==> src/rtl/quad_decoder_if.sv <==
// Bundle of the encoder pins, control inputs and decoded outputs of quad_decoder.
// master drives the encoder/control side, slave is the decoder itself.
interface quad_decoder_if #(
    parameter int WIDTH = 3
) ();
    logic             a_in;
    logic             b_in;
    logic             enable;
    logic             load;
    logic [WIDTH-1:0] load_val;
    logic             err_clr;
    logic             step;
    logic             dir;
    logic [WIDTH-1:0] position;
    logic             err;

    modport master (
        output a_in, b_in, enable, load, load_val, err_clr,
        input  step, dir, position, err
    );

    modport slave (
        input  a_in, b_in, enable, load, load_val, err_clr,
        output step, dir, position, err
    );
endinterface

==> src/rtl/quad_decoder.sv <==
// Quadrature (A/B) decoder: synchroniser, glitch filter, priming, step/dir
// decode with illegal-transition detection, and a wrapping position counter.
module quad_decoder #(
    parameter int WIDTH       = 3,
    parameter int SYNC_STAGES = 2,
    parameter int FILT        = 2
) (
    input  logic          clk,
    input  logic          reset,
    quad_decoder_if.slave bus
);
    localparam int CW = $clog2(FILT + 1);

    logic [SYNC_STAGES-1:0] a_sync_reg;
    logic [SYNC_STAGES-1:0] b_sync_reg;
    // Marks which sync stages hold real samples rather than reset values, so
    // the flushed zeros after reset are never mistaken for an encoder state.
    logic [SYNC_STAGES-1:0] vld_reg;

    logic [1:0]       s;
    logic             s_valid;
    logic [1:0]       cand_reg;
    logic [1:0]       cand_next;
    logic [CW-1:0]    cnt_reg;
    logic [CW-1:0]    cnt_next;
    logic [1:0]       filt_reg;
    logic             primed_reg;
    logic             accept;
    logic             illegal;
    logic             is_up;
    logic             step_next;
    logic             step_reg;
    logic             dir_reg;
    logic             err_reg;
    logic [WIDTH-1:0] position_reg;

    // Synchronise the raw encoder phases and track when the chain is filled.
    always_ff @(posedge clk or posedge reset) begin
        if (reset) begin
            a_sync_reg <= '0;
            b_sync_reg <= '0;
            vld_reg    <= '0;
        end else begin
            a_sync_reg <= {a_sync_reg[SYNC_STAGES-2:0], bus.a_in};
            b_sync_reg <= {b_sync_reg[SYNC_STAGES-2:0], bus.b_in};
            vld_reg    <= {vld_reg[SYNC_STAGES-2:0], 1'b1};
        end
    end

    assign s       = {a_sync_reg[SYNC_STAGES-1], b_sync_reg[SYNC_STAGES-1]};
    assign s_valid = vld_reg[SYNC_STAGES-1];

    // Glitch filter: a new value must persist FILT samples before acceptance.
    // Before priming there is no trusted filtered state, so any value
    // (including 00) simply has to be stable for FILT samples.
    always_comb begin
        cand_next = cand_reg;
        cnt_next  = cnt_reg;
        accept    = 1'b0;
        if (s_valid) begin
            if (primed_reg && (s == filt_reg)) begin
                cnt_next = '0;
            end else if (s == cand_reg) begin
                cnt_next = cnt_reg + 1'b1;
            end else begin
                cand_next = s;
                cnt_next  = CW'(1);
            end
            if (cnt_next == CW'(FILT)) begin
                accept   = 1'b1;
                cnt_next = '0;
            end
        end
    end

    // Classify the accepted transition relative to the current filtered state.
    // Going up, each state's successor is {old[0], ~old[1]}: 00->01->11->10->00.
    always_comb begin
        illegal   = &(cand_next ^ filt_reg);
        is_up     = (cand_next == {filt_reg[0], ~filt_reg[1]});
        step_next = accept && primed_reg && !illegal && bus.enable;
    end

    // Filter state, candidate, counter and priming flag.
    always_ff @(posedge clk or posedge reset) begin
        if (reset) begin
            cand_reg   <= 2'b00;
            cnt_reg    <= '0;
            filt_reg   <= 2'b00;
            primed_reg <= 1'b0;
        end else begin
            cand_reg <= cand_next;
            cnt_reg  <= cnt_next;
            if (accept) begin
                filt_reg   <= cand_next;
                primed_reg <= 1'b1;
            end
        end
    end

    // Registered step/dir pulse and sticky error; a new illegal transition
    // beats a simultaneous clear.
    always_ff @(posedge clk or posedge reset) begin
        if (reset) begin
            step_reg <= 1'b0;
            dir_reg  <= 1'b0;
            err_reg  <= 1'b0;
        end else begin
            step_reg <= step_next;
            if (step_next) begin
                dir_reg <= is_up;
            end
            if (accept && primed_reg && illegal) begin
                err_reg <= 1'b1;
            end else if (bus.err_clr) begin
                err_reg <= 1'b0;
            end
        end
    end

    // Position counter: load has priority, otherwise wraps with each step.
    always_ff @(posedge clk or posedge reset) begin
        if (reset) begin
            position_reg <= '0;
        end else if (bus.load) begin
            position_reg <= bus.load_val;
        end else if (step_next) begin
            if (is_up) begin
                position_reg <= position_reg + 1'b1;
            end else begin
                position_reg <= position_reg - 1'b1;
            end
        end
    end

    assign bus.step     = step_reg;
    assign bus.dir      = dir_reg;
    assign bus.position = position_reg;
    assign bus.err      = err_reg;
endmodule

==> src/flat_wrapper.sv <==
// flat-port wrapper written by rule: the top's interface ports become plain ports
module quad_decoder_flat 
#(
    parameter int WIDTH       = 3,
    parameter int SYNC_STAGES = 2,
    parameter int FILT        = 2
)
  (clk, reset, bus_a_in, bus_b_in, bus_enable, bus_load, bus_load_val, bus_err_clr, bus_step, bus_dir, bus_position, bus_err);
  quad_decoder_if #(.WIDTH(WIDTH)) bus_i ();
  input  logic clk;
  input  logic reset;
  input wire logic [$bits(bus_i.a_in)-1:0] bus_a_in;
  input wire logic [$bits(bus_i.b_in)-1:0] bus_b_in;
  input wire logic [$bits(bus_i.enable)-1:0] bus_enable;
  input wire logic [$bits(bus_i.load)-1:0] bus_load;
  input wire logic [$bits(bus_i.load_val)-1:0] bus_load_val;
  input wire logic [$bits(bus_i.err_clr)-1:0] bus_err_clr;
  output wire logic [$bits(bus_i.step)-1:0] bus_step;
  output wire logic [$bits(bus_i.dir)-1:0] bus_dir;
  output wire logic [$bits(bus_i.position)-1:0] bus_position;
  output wire logic [$bits(bus_i.err)-1:0] bus_err;
  assign bus_i.a_in = bus_a_in;
  assign bus_i.b_in = bus_b_in;
  assign bus_i.enable = bus_enable;
  assign bus_i.load = bus_load;
  assign bus_i.load_val = bus_load_val;
  assign bus_i.err_clr = bus_err_clr;
  assign bus_step = bus_i.step;
  assign bus_dir = bus_i.dir;
  assign bus_position = bus_i.position;
  assign bus_err = bus_i.err;
  quad_decoder #(.WIDTH(WIDTH), .SYNC_STAGES(SYNC_STAGES), .FILT(FILT)) u_core (.clk(clk), .reset(reset), .bus(bus_i));
endmodule
==> config.mk <==
export PLATFORM = sky130hd
export DESIGN_NAME = quad_decoder_flat
export DESIGN_NICKNAME = d
export VERILOG_FILES = /design/src/rtl/quad_decoder_if.sv /design/src/rtl/quad_decoder.sv /design/src/flat_wrapper.sv
export SDC_FILE = /design/constraint.sdc
export NUM_CORES = 1
export LEC_CHECK = 0
export BUFFER_PORTS_ARGS = -buffer_cell sky130_fd_sc_hd__buf_2
export CORE_ASPECT_RATIO = 0.75
export CORE_UTILIZATION = 45
export CTS_CLUSTER_DIAMETER = 80
export DETAILED_ROUTE_END_ITERATION = 12
export GPL_ROUTABILITY_DRIVEN = 0
export GPL_TIMING_DRIVEN = 0
export PLACE_DENSITY = 0.66
export SYNTH_ARGS = -nofsm -noshare
export SYNTH_HDL_FRONTEND = slang
export SYNTH_SLANG_ARGS = --single-unit
==> constraint.sdc <==
create_clock -name clk -period 4.45 [get_ports clk]
set_input_delay 0.89 -clock clk [delete_from_list [all_inputs] [get_ports clk]]
set_output_delay 0.89 -clock clk [all_outputs]
set_load 0.05 [all_outputs]
==> reports/metrics.yaml, run 1 <==
rrSetupSlack_ps: 1680
synthesis.area_mm2: 0.00105
timing.final.crit_share_pct: 62.3
diodes: 0
hold_start: "u_core.vld_reg[0]$_DFF_PP0_"
p_comb_share_pct: 54.7
dieWidth_um: 57.7
yosysSeqAreaShare_pct: 45.3
drive_above_1_share_pct: 29.1
crit_path_max_incr_delay_ps: 420
critPathKind: "reg -> reg"
crit_arrival_ps: 3010
wl_per_cell_um: 13.7
p_int_uw: 409
dieArea_mm2: 0.00253
r2r_cells: 10
fmax_ghz: 0.360
worst_pin_slew_ps: 720
worstPathMaxFanout: 10
postCtsSetupBuffers: 0
grt_pass1_vias: 668
start_kind: "flop"
clock_tree.root_cell: "clkbuf_4"
min_period_ps: 2770
crit_chain: "clkbuf_1 > mux2_2 > o31ai_1 > a21bo_2 > nand4_1 > fa_1 > inv_1 > a41oi_1 > or4_1 > a31oi_1"
p_per_area_mw_per_mm2: 617
ant_nets: 0
status: "finished clean"
clkPwrFrac_pct: 12.4
hold_depth: 0
drt_iter0_drc: 30
antenna_found_initial: 0
avgSynthCellArea_um2: 10.7
clkTransAtPathRegs_ps: 120
synthCells: 98
fin_tns_setup_ps: 0
seqPwrFrac_pct: 32.9
core_area_mm2: 0.00210
p_leak_uw: 0.000535
regToRegStartpoint: "u_core.vld_reg[1]$_DFF_PP0_"
fp-row-count: 14
largest_reg_flops: 3
detailroute.via_count: 769
worstPathRequired_ps: 4690
overflow: 0
yosysWarnings: 0
critPathBufInv: 2
ctsHtreeMaxLevel: 1
viasPerCell: 5.45
grt_pass1_wl_um: 2980
firstDrtPassIters: 6
slew_violations: 0
slew_headroom_pct: 51.9
slowest_stage: "mux2_2"
cp_top_family: "compound AO/OA/AOI/OAI gates"
grt_util_all_layers_pct: 16.2
die_h_um: 43.8
end_kind: "flop"
ys_ff_latch: 19
ctsHoldBuffers: 0
max_cap_violations: 0
switchingPower_uw: 322
ys_types: 39
synth_nets: 109
drc: 0
cts.path.max_buffers: 2
finalHoldViolCount: 0
cts_buffers: 3
grt_max_degree: 20
holdPathEnd: "u_core.vld_reg[1]$_DFF_PP0_"
skew_ps: 11.9
final_nets: 129
peakVddDrop_uv: 344
r2r_end: "u_core.bus.position[2]$_DFFE_PP0P_"
finalNonFillerCells: 141
dp.cells: 137
clock_latency_ps: 310
wirelength_um: 1930
dp_hpwl_um: 1440
cts_tree: "built"
cts_num_sinks: 19
sw_frac_of_total_pct: 44.0
cts_resized: 0
area_growth_pct: 12.9
rsz0062_at_grt: "no"
setup_viol: 0
ios: 16
min_path_type: "reg -> reg"
port_buffers: 15
fillers: 191
start_util_pct: 49.9
-- metal layers --
metal	part of all wire, %	wire length, um	track usage [%]
met1	52	997	24.1
met2	43	828	23.0
met3	4.9	94	5.37
met4	0.41	8	4.29
met5	0	0	0
-- Yosys cell counts (all sizes together) --
master | n | area (um^2)
a21bo | 1 | 10.0
a21oi | 1 | 5.00
a22o | 1 | 8.76
a31o | 2 | 17.5
a31oi | 2 | 12.5
a41oi | 2 | 17.5
and2 | 1 | 6.26
and3b | 1 | 10.0
buf | 2 | 12.5
clkbuf | 3 | 32.5
conb | 1 | 3.75
dfrtp | 19 | 475
fa | 1 | 20.0
inv | 8 | 30.0
mux2 | 4 | 45.0
mux2i | 1 | 10.0
nand2 | 8 | 30.0
nand2b | 1 | 6.26
nand3 | 5 | 25.0
nand3b | 3 | 22.5
nand4 | 1 | 6.26
nor2 | 3 | 11.3
nor3 | 2 | 15.0
o2111a | 1 | 11.3
o21ai | 7 | 35.0
o311ai | 1 | 8.76
o31a | 1 | 10.0
o31ai | 3 | 22.5
o32ai | 1 | 8.76
or3 | 1 | 7.51
or4 | 2 | 15.0
xnor2 | 5 | 43.8
xor2 | 3 | 52.6
-- final cells by class --
class	count	area [um^2]	share of cell area [%]
Multi-Input combinational cell	66	498	42.1
Sequential cell	19	475	40.2
Timing Repair Buffer	15	75.1	6.34
Buffer	5	45.0	3.81
Inverter	8	30.0	2.54
Tap cell	24	30.0	2.54
Clock buffer	3	22.5	1.90
Clock inverter	1	7.51	0.634
-- worst max-delay path by stage --
stage	startpoint	to	slack, ps	depth (start not counted)
after global placement	u_core.vld_reg[1]$_DFF_PP0_	u_core.bus.position[2]$_DFFE_PP0P_	1750	10
after floorplan	u_core.vld_reg[1]$_DFF_PP0_	u_core.bus.position[2]$_DFFE_PP0P_	1990	10
after global routing	u_core.vld_reg[1]$_DFF_PP0_	u_core.bus.position[2]$_DFFE_PP0P_	1530	10
after detailed placement	u_core.vld_reg[1]$_DFF_PP0_	u_core.bus.position[2]$_DFFE_PP0P_	1690	10
final	u_core.vld_reg[1]$_DFF_PP0_	u_core.bus.position[2]$_DFFE_PP0P_	1680	10
after CTS	u_core.vld_reg[1]$_DFF_PP0_	u_core.bus.position[2]$_DFFE_PP0P_	1670	10
-- logic make-up after synthesis --
group / Yosys count / share of synthesized area (%)
adders and majority gates: 1 / 1.91
xor gates and xnor gates: 8 / 9.19
other: 1 / 0.358
AOI/OAI and AO/OA: 23 / 16.0
and+or+nand+nor: 28 / 14.8
buffers and inverters: 13 / 7.16
DFF: 19 / 45.3
muxes: 5 / 5.25
-- power groups by stage --
| stage | registers (uW) | clock network [uW] | logic, uW |
|---|---|---|---|
| 2_1_floorplan | 273 | 0 | 288 |
| 3_3_place_gp | 242 | 0 | 385 |
| 3_5_place_dp | 244 | 0 | 394 |
| 4_1_cts | 240 | 95.5 | 397 |
| 5_1_grt | 246 | 101 | 428 |
| 6_report | 240 | 90.9 | 399 |
-- through the flow --
step | instance area [um^2] | setup slack, ps | utilization (%) | hold WS [ps] | total power (uW)
global route | 1180 | 1530 | 56.3 | 367 | 775
floorplan | 1050 | 1990 | - | 331 | 561
finish | 1180 | 1680 | 56.3 | 358 | 731
global placement | 1150 | 1750 | 54.9 | 332 | 627
detailed placement | 1150 | 1690 | 54.9 | 335 | 638
CTS | 1180 | 1670 | 56.3 | 362 | 733
-- layout by cell type (no fill, tap or decap), types with 2 or more instances in the layout --
cell | Yosys | final
dfrtp_1 | 19 | 19
buf_2 | 1 | 16
inv_1 | 8 | 8
nand2_1 | 8 | 8
o21ai_0 | 7 | 7
xnor2_1 | 5 | 5
nand3_1 | 5 | 5
mux2_2 | 4 | 4
nor2_1 | 3 | 3
o31ai_1 | 3 | 3
nand3b_1 | 3 | 3
clkbuf_4 | 0 | 3
clkbuf_1 | 2 | 2
or4_1 | 2 | 2
a41oi_1 | 2 | 2
a31oi_1 | 2 | 2
No activity file was read; power rests on OpenSTA's default activity.
==> run 2, diff against run 1 <==
==> constraint.sdc (replaced) <==
create_clock -name clk -period 2.6 [get_ports clk]
set_input_delay 0.52 -clock clk [delete_from_list [all_inputs] [get_ports clk]]
set_output_delay 0.52 -clock clk [all_outputs]
set_load 0.05 [all_outputs]
==> run 2 against run 1 <==
Compared with the run above:
- core utilization grew 2.4 points
- cell count down 0.71%
- critical path depth stayed put
- global-route usage up 0.39 points
- register-to-register slack lost 1600 ps
- critical endpoint unchanged
- largest cell class unchanged
==> reports/metrics.yaml, run 2 (same netlist as run 1, synthesis figures left out) <==
fp-row-count: 14
start_kind: "flop"
ant_nets: 0
final_common_cell: "dfrtp_1"
diodes: 0
timing.final.crit_share_pct: 96.7
crit_arrival_ps: 2750
antenna_found_initial: 0
end_kind: "flop"
ios: 16
cts_buffers: 3
min_period_ps: 2510
switchingPower_uw: 597
max_cap_violations: 0
ctsHtreeMaxLevel: 1
sw_frac_of_total_pct: 44.6
fin_area_mm2: 0.00123
viasPerCell: 5.46
clkPwrFrac_pct: 11.5
min_path_type: "in -> async"
grt_pass1_wl_um: 3040
clkTransAtPathRegs_ps: 110
dp_hpwl_um: 1440
dieArea_mm2: 0.00253
overflow: 0
final_nets: 128
p_comb_share_pct: 55.5
cts.path.max_buffers: 2
peakVddDrop_uv: 629
clock_tree.root_cell: "clkbuf_4"
postPlaceCellArea_mm2: 0.00115
final_cell_mix: "17 x dfrtp_1, 16 x buf_2, 8 x inv_1, 8 x nand2_1, 6 x o21ai_0"
fmax_ghz: 0.398
fin_util_pct: 58.8
place_ws_ps: -158
p_int_uw: 741
grt_pass1_vias: 669
clock_latency_ps: 300
cts_num_sinks: 19
finalHoldViolCount: 0
detailroute.via_count: 765
seqPwrFrac_pct: 33.0
status: "finished clean"
drc: 0
largest_reg_flops: 3
drive_above_1_share_pct: 35.3
worstPathMaxFanout: 8
setup_viol: 0
fin_tns_setup_ps: 0
start_util_pct: 49.9
holdWs_ps: 312
slew_headroom_pct: 52.6
worst_pin_slew_ps: 710
wl_per_cell_um: 14.4
slew_violations: 0
critPathKind: "reg -> reg"
firstDrtPassIters: 4
core_area_mm2: 0.00210
wirelength_um: 2010
grt_max_degree: 20
port_buffers: 15
dieWidth_um: 57.7
cts_tree: "built"
drt_iter0_drc: 17
p_per_area_mw_per_mm2: 1080
worstPathRequired_ps: 2840
die_h_um: 43.8
skew_ps: 7.83
area_growth_pct: 17.8
fin_ws_ps: 85.4
grt_util_all_layers_pct: 16.6
p_leak_uw: 0.000542
[run 2: power groups by stage]
stage                     registers (uW)  clock network [uW]  logic (uW)
after floorplan                      468                   0         493
after global placement               415                   0         659
after detailed placement             417                   0         675
after CTS                            414                 164         690
after global routing                 452                 173         796
final                                442                 154         743
[run 2: repair_timing]
action	CTS	global route
resized for setup	3	7
hold buffers	0	0
hold endpoints to repair	0	0
setup endpoints to repair	1	1
buffers inserted	0	1
pin swaps	0	3
[run 2: path summary, 6_finish.rpt]
| path | start | end | slack [ps] | depth (start not counted) |
|---|---|---|---|---|
| setup / recovery | u_core.filt_reg[1]$_DFFE_PP0N_ | u_core.bus.position[2]$_DFFE_PP0P_ | 90 | 10 |
| hold / removal | reset | u_core.cand_reg[0]$_DFF_PP0_ | 310 | 2 |
| setup reg to reg | u_core.filt_reg[1]$_DFFE_PP0N_ | u_core.bus.position[2]$_DFFE_PP0P_ | 90 | 10 |
| hold reg to reg | u_core.vld_reg[0]$_DFF_PP0_ | u_core.vld_reg[1]$_DFF_PP0_ | 360 | 0 |
| max in group asynchronous | reset | u_core.primed_reg$_DFFE_PP0N_ | 1790 | 2 |
| min in group clk | bus_a_in | u_core.a_sync_reg[0]$_DFF_PP0_ | 320 | 1 |
[run 2: area by class of cell]
class                   count  area, um^2
fillers                   183         867
multi-input cells          66         547
flip-flops and latches     19         478
repair buffers             16        82.6
plain buffers               3        37.5
inverters                   8        30.0
well taps                  24        30.0
clock buffers               3        22.5
clock inverters             1        7.51
[run 2: metrics by stage]
| stage | power [uW] | std cells |
|---|---|---|
| global placement | 1070 | 137 |
| global route | 1420 | 140 |
| finish | 1340 | 140 |
| CTS | 1270 | 140 |
| detailed placement | 1090 | 137 |
| floorplan | 960 | 98 |
[run 2: metal layers]
layer / GRT usage, % / wire [um] / part of all wire (%) / up-vias
met1: 24.1 / 1030 / 51 / 361
met2: 24.4 / 896 / 45 / 22
met3: 5.37 / 81 / 4.0 / 0
met4: 4.29 / 0 / 0 / 0
met5: 0 / 0 / 0 / -
li1: - / - / - / 382
[run 2: worst max-delay path, stage by stage (launching register included)]
cell      delay [ps]
dfrtp_1          370
buf_4            180
xnor2_1          270
a41oi_2          190
a21bo_2          270
nand4_1          160
fa_2             210
inv_1             60
o2111a_1         150
or4_1            460
a31oi_1          130
